<file path="config.mk">
export PLATFORM = sky130hd
export DESIGN_NAME = ads127l01_acq_ctrl
export DESIGN_NICKNAME = d
export VERILOG_FILES = /design/src/rtl/ads127l01_acq_ctrl.sv
export SDC_FILE = /design/constraint.sdc
export NUM_CORES = 1
export LEC_CHECK = 0
export BUFFER_PORTS_ARGS = -buffer_cell sky130_fd_sc_hd__buf_2
export CAP_MARGIN = 10
export CORE_UTILIZATION = 40
export CTS_CLUSTER_SIZE = 16
export DETAILED_ROUTE_END_ITERATION = 10
export GPL_TIMING_DRIVEN = 1
export PLACE_DENSITY = 0.57
export SETUP_SLACK_MARGIN = 0.4
export SLEW_MARGIN = 20
export SYNTH_ARGS = -nofsm -noshare
export SYNTH_HDL_FRONTEND = slang
export SYNTH_SLANG_ARGS = --single-unit
</file>
<file path="constraint.sdc">
create_clock -name aclk -period 1.85 [get_ports aclk]
set_input_delay 0.2775 -clock aclk [delete_from_list [all_inputs] [get_ports aclk]]
set_output_delay 0.2775 -clock aclk [all_outputs]
set_load 0.02 [all_outputs]
</file>
<file path="src/rtl/ads127l01_acq_ctrl.sv">
// ads127l01_acq_ctrl
// Drives the power-up pins of one ADS127L01 running in frame-sync master mode.
// Captures each serial frame the ADC sends and emits it as one sign-extended
// 32-bit sample on an AXI-Stream master.
//
// Ports
//   aclk, aresetn        system clock, asynchronous active-low reset
//   enable               level: 1 = bring the ADC up and acquire, 0 = stop
//   adc_sck/dout/fsync   ADC serial interface, asynchronous to aclk
//   adc_reset_n          ADC reset pin, active low
//   adc_start            ADC start pin
//   m_axis_*             sample stream (tdata sign-extended from DATA_BITS)
//   running              high while the sequencer is in RUN
//   overflow             sticky flag; cleared by a clr_overflow pulse
//   frame_cnt            count of samples accepted downstream, wraps
module ads127l01_acq_ctrl #(
  parameter int DATA_BITS   = 24,
  parameter int RST_CYCLES  = 64,
  parameter int WAKE_CYCLES = 1024
) (
  input  logic        aclk,
  input  logic        aresetn,
  input  logic        enable,
  input  logic        adc_sck,
  input  logic        adc_dout,
  input  logic        adc_fsync,
  output logic        adc_reset_n,
  output logic        adc_start,
  output logic [31:0] m_axis_tdata,
  output logic        m_axis_tvalid,
  input  logic        m_axis_tready,
  output logic        running,
  output logic        overflow,
  input  logic        clr_overflow,
  output logic [31:0] frame_cnt
);

  localparam int MAX_CYCLES = (RST_CYCLES > WAKE_CYCLES) ? RST_CYCLES : WAKE_CYCLES;
  localparam int CW         = $clog2(MAX_CYCLES + 1);
  localparam int BW         = 6;

  typedef enum logic [1:0] {IDLE, RESET, WAKE, RUN} state_e;

  state_e                 state_q, state_d;
  logic [CW-1:0]          cnt_q, cnt_d;

  // Bit 0 is the metastability stage, bit 1 the synchronised value and bit 2
  // the delayed copy used for rising-edge detection.
  logic [2:0]             sck_sr_q;
  logic [2:0]             fsync_sr_q;
  logic [1:0]             dout_sr_q;
  logic                   sck_rise, fsync_rise, dout_sync;

  logic                   armed_q, armed_d;
  logic [BW-1:0]          bit_cnt_q, bit_cnt_d;
  logic [DATA_BITS-1:0]   shift_q, shift_d;
  logic [DATA_BITS-1:0]   shifted;
  logic signed [DATA_BITS-1:0] shifted_s;
  logic [31:0]            sample_ext;
  logic                   frame_done;

  logic [31:0]            tdata_q, tdata_d;
  logic                   tvalid_q, tvalid_d;
  logic                   overflow_q, overflow_d;
  logic [31:0]            frame_cnt_q, frame_cnt_d;
  logic                   handshake;

  // Input synchronisers for the ADC-driven pins.
  always_ff @(posedge aclk or negedge aresetn) begin
    if (!aresetn) begin
      sck_sr_q   <= '0;
      fsync_sr_q <= '0;
      dout_sr_q  <= '0;
    end else begin
      sck_sr_q   <= {sck_sr_q[1:0], adc_sck};
      fsync_sr_q <= {fsync_sr_q[1:0], adc_fsync};
      dout_sr_q  <= {dout_sr_q[0], adc_dout};
    end
  end

  assign sck_rise   = sck_sr_q[1] & ~sck_sr_q[2];
  assign fsync_rise = fsync_sr_q[1] & ~fsync_sr_q[2];
  assign dout_sync  = dout_sr_q[1];

  // Sequencer state register.
  always_ff @(posedge aclk or negedge aresetn) begin
    if (!aresetn) begin
      state_q <= IDLE;
      cnt_q   <= '0;
    end else begin
      state_q <= state_d;
      cnt_q   <= cnt_d;
    end
  end

  // Power-up sequence. Pin levels decode directly from the state, so
  // adc_reset_n rises on the edge that enters WAKE and adc_start on the edge
  // that enters RUN. Dropping enable aborts from any state.
  always_comb begin
    state_d     = state_q;
    cnt_d       = '0;
    adc_reset_n = 1'b0;
    adc_start   = 1'b0;
    running     = 1'b0;
    case (state_q)
      IDLE: begin
        if (enable) state_d = RESET;
      end
      RESET: begin
        if (cnt_q == CW'(RST_CYCLES - 1)) state_d = WAKE;
        else                              cnt_d   = cnt_q + 1'b1;
      end
      WAKE: begin
        adc_reset_n = 1'b1;
        if (cnt_q == CW'(WAKE_CYCLES - 1)) state_d = RUN;
        else                               cnt_d   = cnt_q + 1'b1;
      end
      RUN: begin
        adc_reset_n = 1'b1;
        adc_start   = 1'b1;
        running     = 1'b1;
      end
      default: state_d = IDLE;
    endcase
    if (!enable) begin
      state_d = IDLE;
      cnt_d   = '0;
    end
  end

  // Frame capture registers.
  always_ff @(posedge aclk or negedge aresetn) begin
    if (!aresetn) begin
      armed_q   <= 1'b0;
      bit_cnt_q <= '0;
      shift_q   <= '0;
    end else begin
      armed_q   <= armed_d;
      bit_cnt_q <= bit_cnt_d;
      shift_q   <= shift_d;
    end
  end

  // Frame deserialiser. fsync has priority over a coincident sck edge, and a
  // new fsync silently restarts any partial frame. frame_done is asserted in
  // the cycle the last bit arrives, using the shift value including that bit.
  always_comb begin
    armed_d    = armed_q;
    bit_cnt_d  = bit_cnt_q;
    shift_d    = shift_q;
    frame_done = 1'b0;
    shifted    = {shift_q[DATA_BITS-2:0], dout_sync};
    if (state_q != RUN) begin
      armed_d   = 1'b0;
      bit_cnt_d = '0;
    end else if (fsync_rise) begin
      armed_d   = 1'b1;
      bit_cnt_d = '0;
    end else if (sck_rise && armed_q) begin
      shift_d = shifted;
      if (bit_cnt_q == BW'(DATA_BITS - 1)) begin
        frame_done = 1'b1;
        armed_d    = 1'b0;
        bit_cnt_d  = '0;
      end else begin
        bit_cnt_d = bit_cnt_q + 1'b1;
      end
    end
  end

  assign shifted_s  = shifted;
  assign sample_ext = 32'(shifted_s);
  assign handshake  = tvalid_q & m_axis_tready;

  // Stream output registers.
  always_ff @(posedge aclk or negedge aresetn) begin
    if (!aresetn) begin
      tdata_q     <= '0;
      tvalid_q    <= 1'b0;
      overflow_q  <= 1'b0;
      frame_cnt_q <= '0;
    end else begin
      tdata_q     <= tdata_d;
      tvalid_q    <= tvalid_d;
      overflow_q  <= overflow_d;
      frame_cnt_q <= frame_cnt_d;
    end
  end

  // A completed frame loads whenever the output slot is free or being emptied
  // this cycle; otherwise it is dropped and flagged. The overflow set is
  // applied after the clear so a coincident set wins.
  always_comb begin
    tdata_d     = tdata_q;
    tvalid_d    = tvalid_q;
    overflow_d  = overflow_q;
    frame_cnt_d = frame_cnt_q;
    if (handshake) frame_cnt_d = frame_cnt_q + 32'd1;
    if (clr_overflow) overflow_d = 1'b0;
    if (frame_done) begin
      if (!tvalid_q || m_axis_tready) begin
        tdata_d  = sample_ext;
        tvalid_d = 1'b1;
      end else begin
        overflow_d = 1'b1;
      end
    end else if (handshake) begin
      tvalid_d = 1'b0;
    end
  end

  assign m_axis_tdata  = tdata_q;
  assign m_axis_tvalid = tvalid_q;
  assign overflow      = overflow_q;
  assign frame_cnt     = frame_cnt_q;

endmodule

</file>
; ---- Yosys cells after proc, flatten, opt, wreduce, memory -nomap -nowiden
; Index checks and enable logic that the tools add are counted.
[op_classes]
reduce_logical = 13
n_eq_ne = 11
n_mux = 28
bitwise_logic = 7
n_addsub = 3
[op_table]
columns = cell, count
row1 = $mux 11, 3
row2 = $add 32x1->32 const B, 1
row3 = $mux 6, 4
row4 = $pmux 11 s2, 1
row5 = $mux 1, 16
row6 = $add 11x1->11 const B, 1
row7 = $eq 11x10->1 const B, 1
row8 = $eq 11x6->1 const B, 1
row9 = $add 6x1->6 const B, 1
row10 = $eq 6x5->1 const B, 1
row11 = $mux 2, 3
row12 = $ne 3x3->1 const B, 2
row13 = $pmux 2 s3, 1
row14 = $reduce_and 2->1, 3
row15 = $reduce_and 3->1, 2
row16 = $reduce_bool 3->1, 2
row17 = $eq 2x2->1 const B, 2
row18 = $ne 4x1->1 const B, 1
row19 = $not 1->1, 4
row20 = $and 1x1->1, 3
row21 = $eq 2x1->1 const B, 1
row22 = $logic_not 2->1, 1
row23 = $ne 2x1->1 const B, 1
row24 = $ne 2x2->1 const B, 1
row25 = other kinds (5), 5
[totals]
wordCells = 74
output_inout_bits = 69
ff_bits = 109

; ---- Longest topological paths before layout
[logic_depth]
ltp_word = 8
mapped_depth = 7

; ---- Worst setup path after synthesis
; Ideal clock, no wire load.
[synth_path]
kind = reg2reg
startpoint = reg state_q[1]
endpoint = reg m_axis_tdata[23] (netlist name)
required_time_ns = 1.722
path_buffers = 1
arrival_ns = 1.599
path_stages_with_launch = 6
setup_slack_ns = 0.124
path_cell_list = dfrtp_1 ha_1 nand3_4 nand3b_4 buf_2 mux2_1
[synth_between]
elab_chain_len = 3
[synth_lines]
columns = item, line_no
row1 = start: declaration, 44  ; state_e state_q, state_d;
row2 = start signal: assignment, 91  ; state_q <= state_d;
row3 = $ne 2x2->1, 153  ; if (state_q != RUN) begin
row4 = $mux 1, 153
row5 = $reduce_and 2->1 (no source line), n/a
; No other way between the ends.
; A chain may end at the register's enable or synchronous reset.

; ---- Worst setup path after layout
[layout_path]
startpoint = reg bit_cnt_q[0]
endpoint = reg tdata_q[14], in the netlist m_axis_tdata[14]
[layout_between]
elab_chain_len = 6
[layout_lines]
columns = item, line_no
row1 = start: declaration, 55  ; logic [BW-1:0] bit_cnt_q, bit_cnt_d;
row2 = start signal: assignment, 139  ; bit_cnt_q <= bit_cnt_d;
row3 = $eq 6x5->1, 161  ; if (bit_cnt_q == BW'(DATA_BITS - 1)) begin
row4 = $mux 1, 161
row5 = $mux 1, 159  ; end else if (sck_rise && armed_q) begin
row6 = $mux 1, 156  ; end else if (fsync_rise) begin
row7 = $mux 1, 153
row8 = $reduce_and 2->1 (no source line), n/a
row9 = end signal: assignment, 183  ; tdata_q <= tdata_d;
row10 = end: declaration, 62  ; logic [31:0] tdata_q, tdata_d;
; No other way between the ends.

==> results.toml <==
[power]
clock_power_share = 0.353
seqPwrFrac = 0.484
leakage_uw = 0.00323
max-vdd-ir-drop_mv = 0.677
power_uw = 5160
p_comb_frac = 0.163
p_int_uw = 3840
power.density_mw_per_mm2 = 810
power.switching_uw = 1320
swShare = 0.256

[yosys]
synth_top_family_by_area = "simple AND/OR/NAND/NOR gates"
synth_cell_types = 47
yosys_warnings = 0
synth-simple-area-share = 0.152
ys.flop_type = "dfrtp_1"
netlist_area_sq_mm = 0.00466
synth-edff-count = 0
syn_nets = 375
synth_xor_xnor_area_share = 0.0789
syn_area_per_cell_sq_um = 13.0
synth-compound-area-share = 0.0196
ys_ff_latch = 109
synth_fa_ha_area_frac = 0.0188
synthArstFlopShare = 1.00
yosys-mux-area-fraction = 0.118
synthCells = 360
synth-seq-area-share = 0.585

[clocking]
cts_buffers = 9
cts_tree = "done"
clkLatencyLatePin_ns = 0.35
clock_sinks = 109
clock_path_buffers = 2
htreeDepth = 3
cts_root_buffer = "clkbuf_16"
path_clk_slew_ns = 0.07

[critical_path]
critPathLaunchType = "flip-flop"
cp.arrival_ns = 1.93
crit_required_ns = 2.08
max_stage_delay_ns = 0.38
worstSetupPathType = "flip-flop to flip-flop"
rrSetupSlack_ns = 0.14
path_max_fanout = 11
critPathSlowestCell = "dfrtp_1"
path_cells = "ha_2 > nand2_4 > nor4b_4 > nand3b_4 > buf_8 > mux2_1"
end_kind = "flip-flop"

[layout]
fin_util = 0.560
drive_gt1_frac = 0.503
final_common_cell = "dfrtp_1"
antenna_cells = 0
fillers = 927
multi_input_area_sq_mm = 0.00223
fin_nets = 495
areaGrowthSynthToFinish_pct = 36.5
mostFrequentLayoutCells = "dfrtp_1, buf_2, buf_4, xnor2_1, mux2_4"
register_area_sq_mm = 0.00274

[placement]
globalplace.congestion = 0.817
io_buffers = 76
place_hpwl_mm = 5.91

[sta]
fin_crit_ns = 1.71
tns_ns = 0
fmax_mhz = 586
finalMaxSlewViolations = 0
hold_viol = 0
rsz0062_at_grt = "true"
slew_headroom = 0.773
finalCritPeriodShare = 0.922
finalClockSkew_ns = 0.00627
worstMarginPinSlew_ns = 0.338
holdWs_ns = 0.0317
setup_viol = 0

[floorplanning]
rows = 39
ios = 77
die_h_um = 110
dieWidth_um = 110
coreArea_sq_mm = 0.0114
die_area_sq_mm = 0.0121
initial_core_util = 0.410

[routing]
num_vias = 3157
ant_nets = 0
drcViolationCount = 0
drt_iter0_drc = 107
viasPerCell = 5.03
wire_per_inst_um = 15.6
wl_mm = 9.77
firstDrtPassIters = 4

[grt]
grt_overflow = 0
grt_antenna_before_repair = 0
grt_first_pass_wirelength_mm = 15.2
grt_pass1_vias = 3076
grt_max_degree = 42
grt_usage = 0.167

[min_path]
min_path_type = "input pin to flip-flop"

[job]
maxCapViolations = 0

[outcome]
status = "complete, no violations"
[path summary, 6_finish.rpt]
check | start | to | cells after the start
hold / removal | adc_sck | sck_sr_q[0] | 1
setup / recovery | bit_cnt_q[0] | m_axis_tdata[14] | 6
min in group asynchronous | aresetn | frame_cnt[10] | 2
setup reg to reg | bit_cnt_q[0] | m_axis_tdata[14] | 6
max in group asynchronous | aresetn | state_q[0] | 3
hold reg to reg | dout_sr_q[0] | dout_sr_q[1] | 0
[cells by family (layout without fill, tap and decap cells)]
family	after synthesis	in the layout
AOI/OAI and AO/OA	14	15
muxes	49	49
xor gates and xnor gates	42	42
and+or+nand+nor	117	117
buffers and inverters	22	146
DFF	109	109
adders and majority gates	7	7
[power by group through the flow]
stage	sequential [uW]	combinational (uW)	clock, uW
finish	2500	842	1820
global route	2500	915	1980
CTS	2490	687	1890
detailed placement	2510	449	0
global placement	2510	438	0
floorplan	2510	303	0
[worst max-delay path, delay by kind of cell (launching register included)]
family,cells,cell delay (ns)
fa+ha+maj,1,0.21
flops,1,0.38
simple gates,3,0.50
mux,1,0.32
buf+inv,1,0.17
[timing repair]
item,CTS,global route
pin swaps,39,27
hold endpoints to repair,20,0
setup buffers,25,10
hold buffers,1,0
cloned,4,1
gates resized for setup,56,39
endpoints found under the setup margin,92,93
[Yosys cell counts, types with 7 or more instances]
master   instances  area [sq um]
dfrtp_1        109          2730
xnor2_1         31           272
mux2_2          28           315
nand2_1         26          97.6
nor2_1          22          82.6
mux2_1          20           225
nand4_1         15          93.8
nand3_1         12          60.1
xor2_1          11          96.3
buf_4            9          67.6
ha_1             7          87.6
[final cells by class]
class / instances / share of cell area
multi-input cells: 230 / 0.351
flip-flops and latches: 109 / 0.431
inverters: 6 / 0.00393
clock inverters: 4 / 0.00354
repair buffers: 124 / 0.143
clock buffers: 12 / 0.0403
well taps: 143 / 0.0281
[metal layers]
metal | share of wire | track usage
met1 | 0.44 | 0.212
met2 | 0.50 | 0.272
met3 | 0.041 | 0.0353
met4 | 0.018 | 0.0819
met5 | 0 | 0
[registers in the layout, summed over array words and instances (netlist names)]
name / flops
state_q: 2
dout_sr_q: 2
sck_sr_q: 3
shift_q: 23
armed_q: 1
m_axis_tdata: 24
bit_cnt_q: 6
overflow: 1
fsync_sr_q: 3
frame_cnt: 32
m_axis_tvalid: 1
cnt_q: 11
[metrics by stage]
step / cell area [sq um] / worst slack, ns / instances
final: 6370 / 0.145 / 628
after global routing: 6370 / 0.0681 / 628
after CTS: 6120 / 0.151 / 617
after detailed placement: 5350 / 0.0531 / 571
after global placement: 5350 / 0.101 / 571
after floorplan: 4820 / 0.184 / 360
No activity file was read; power rests on OpenSTA's default activity.
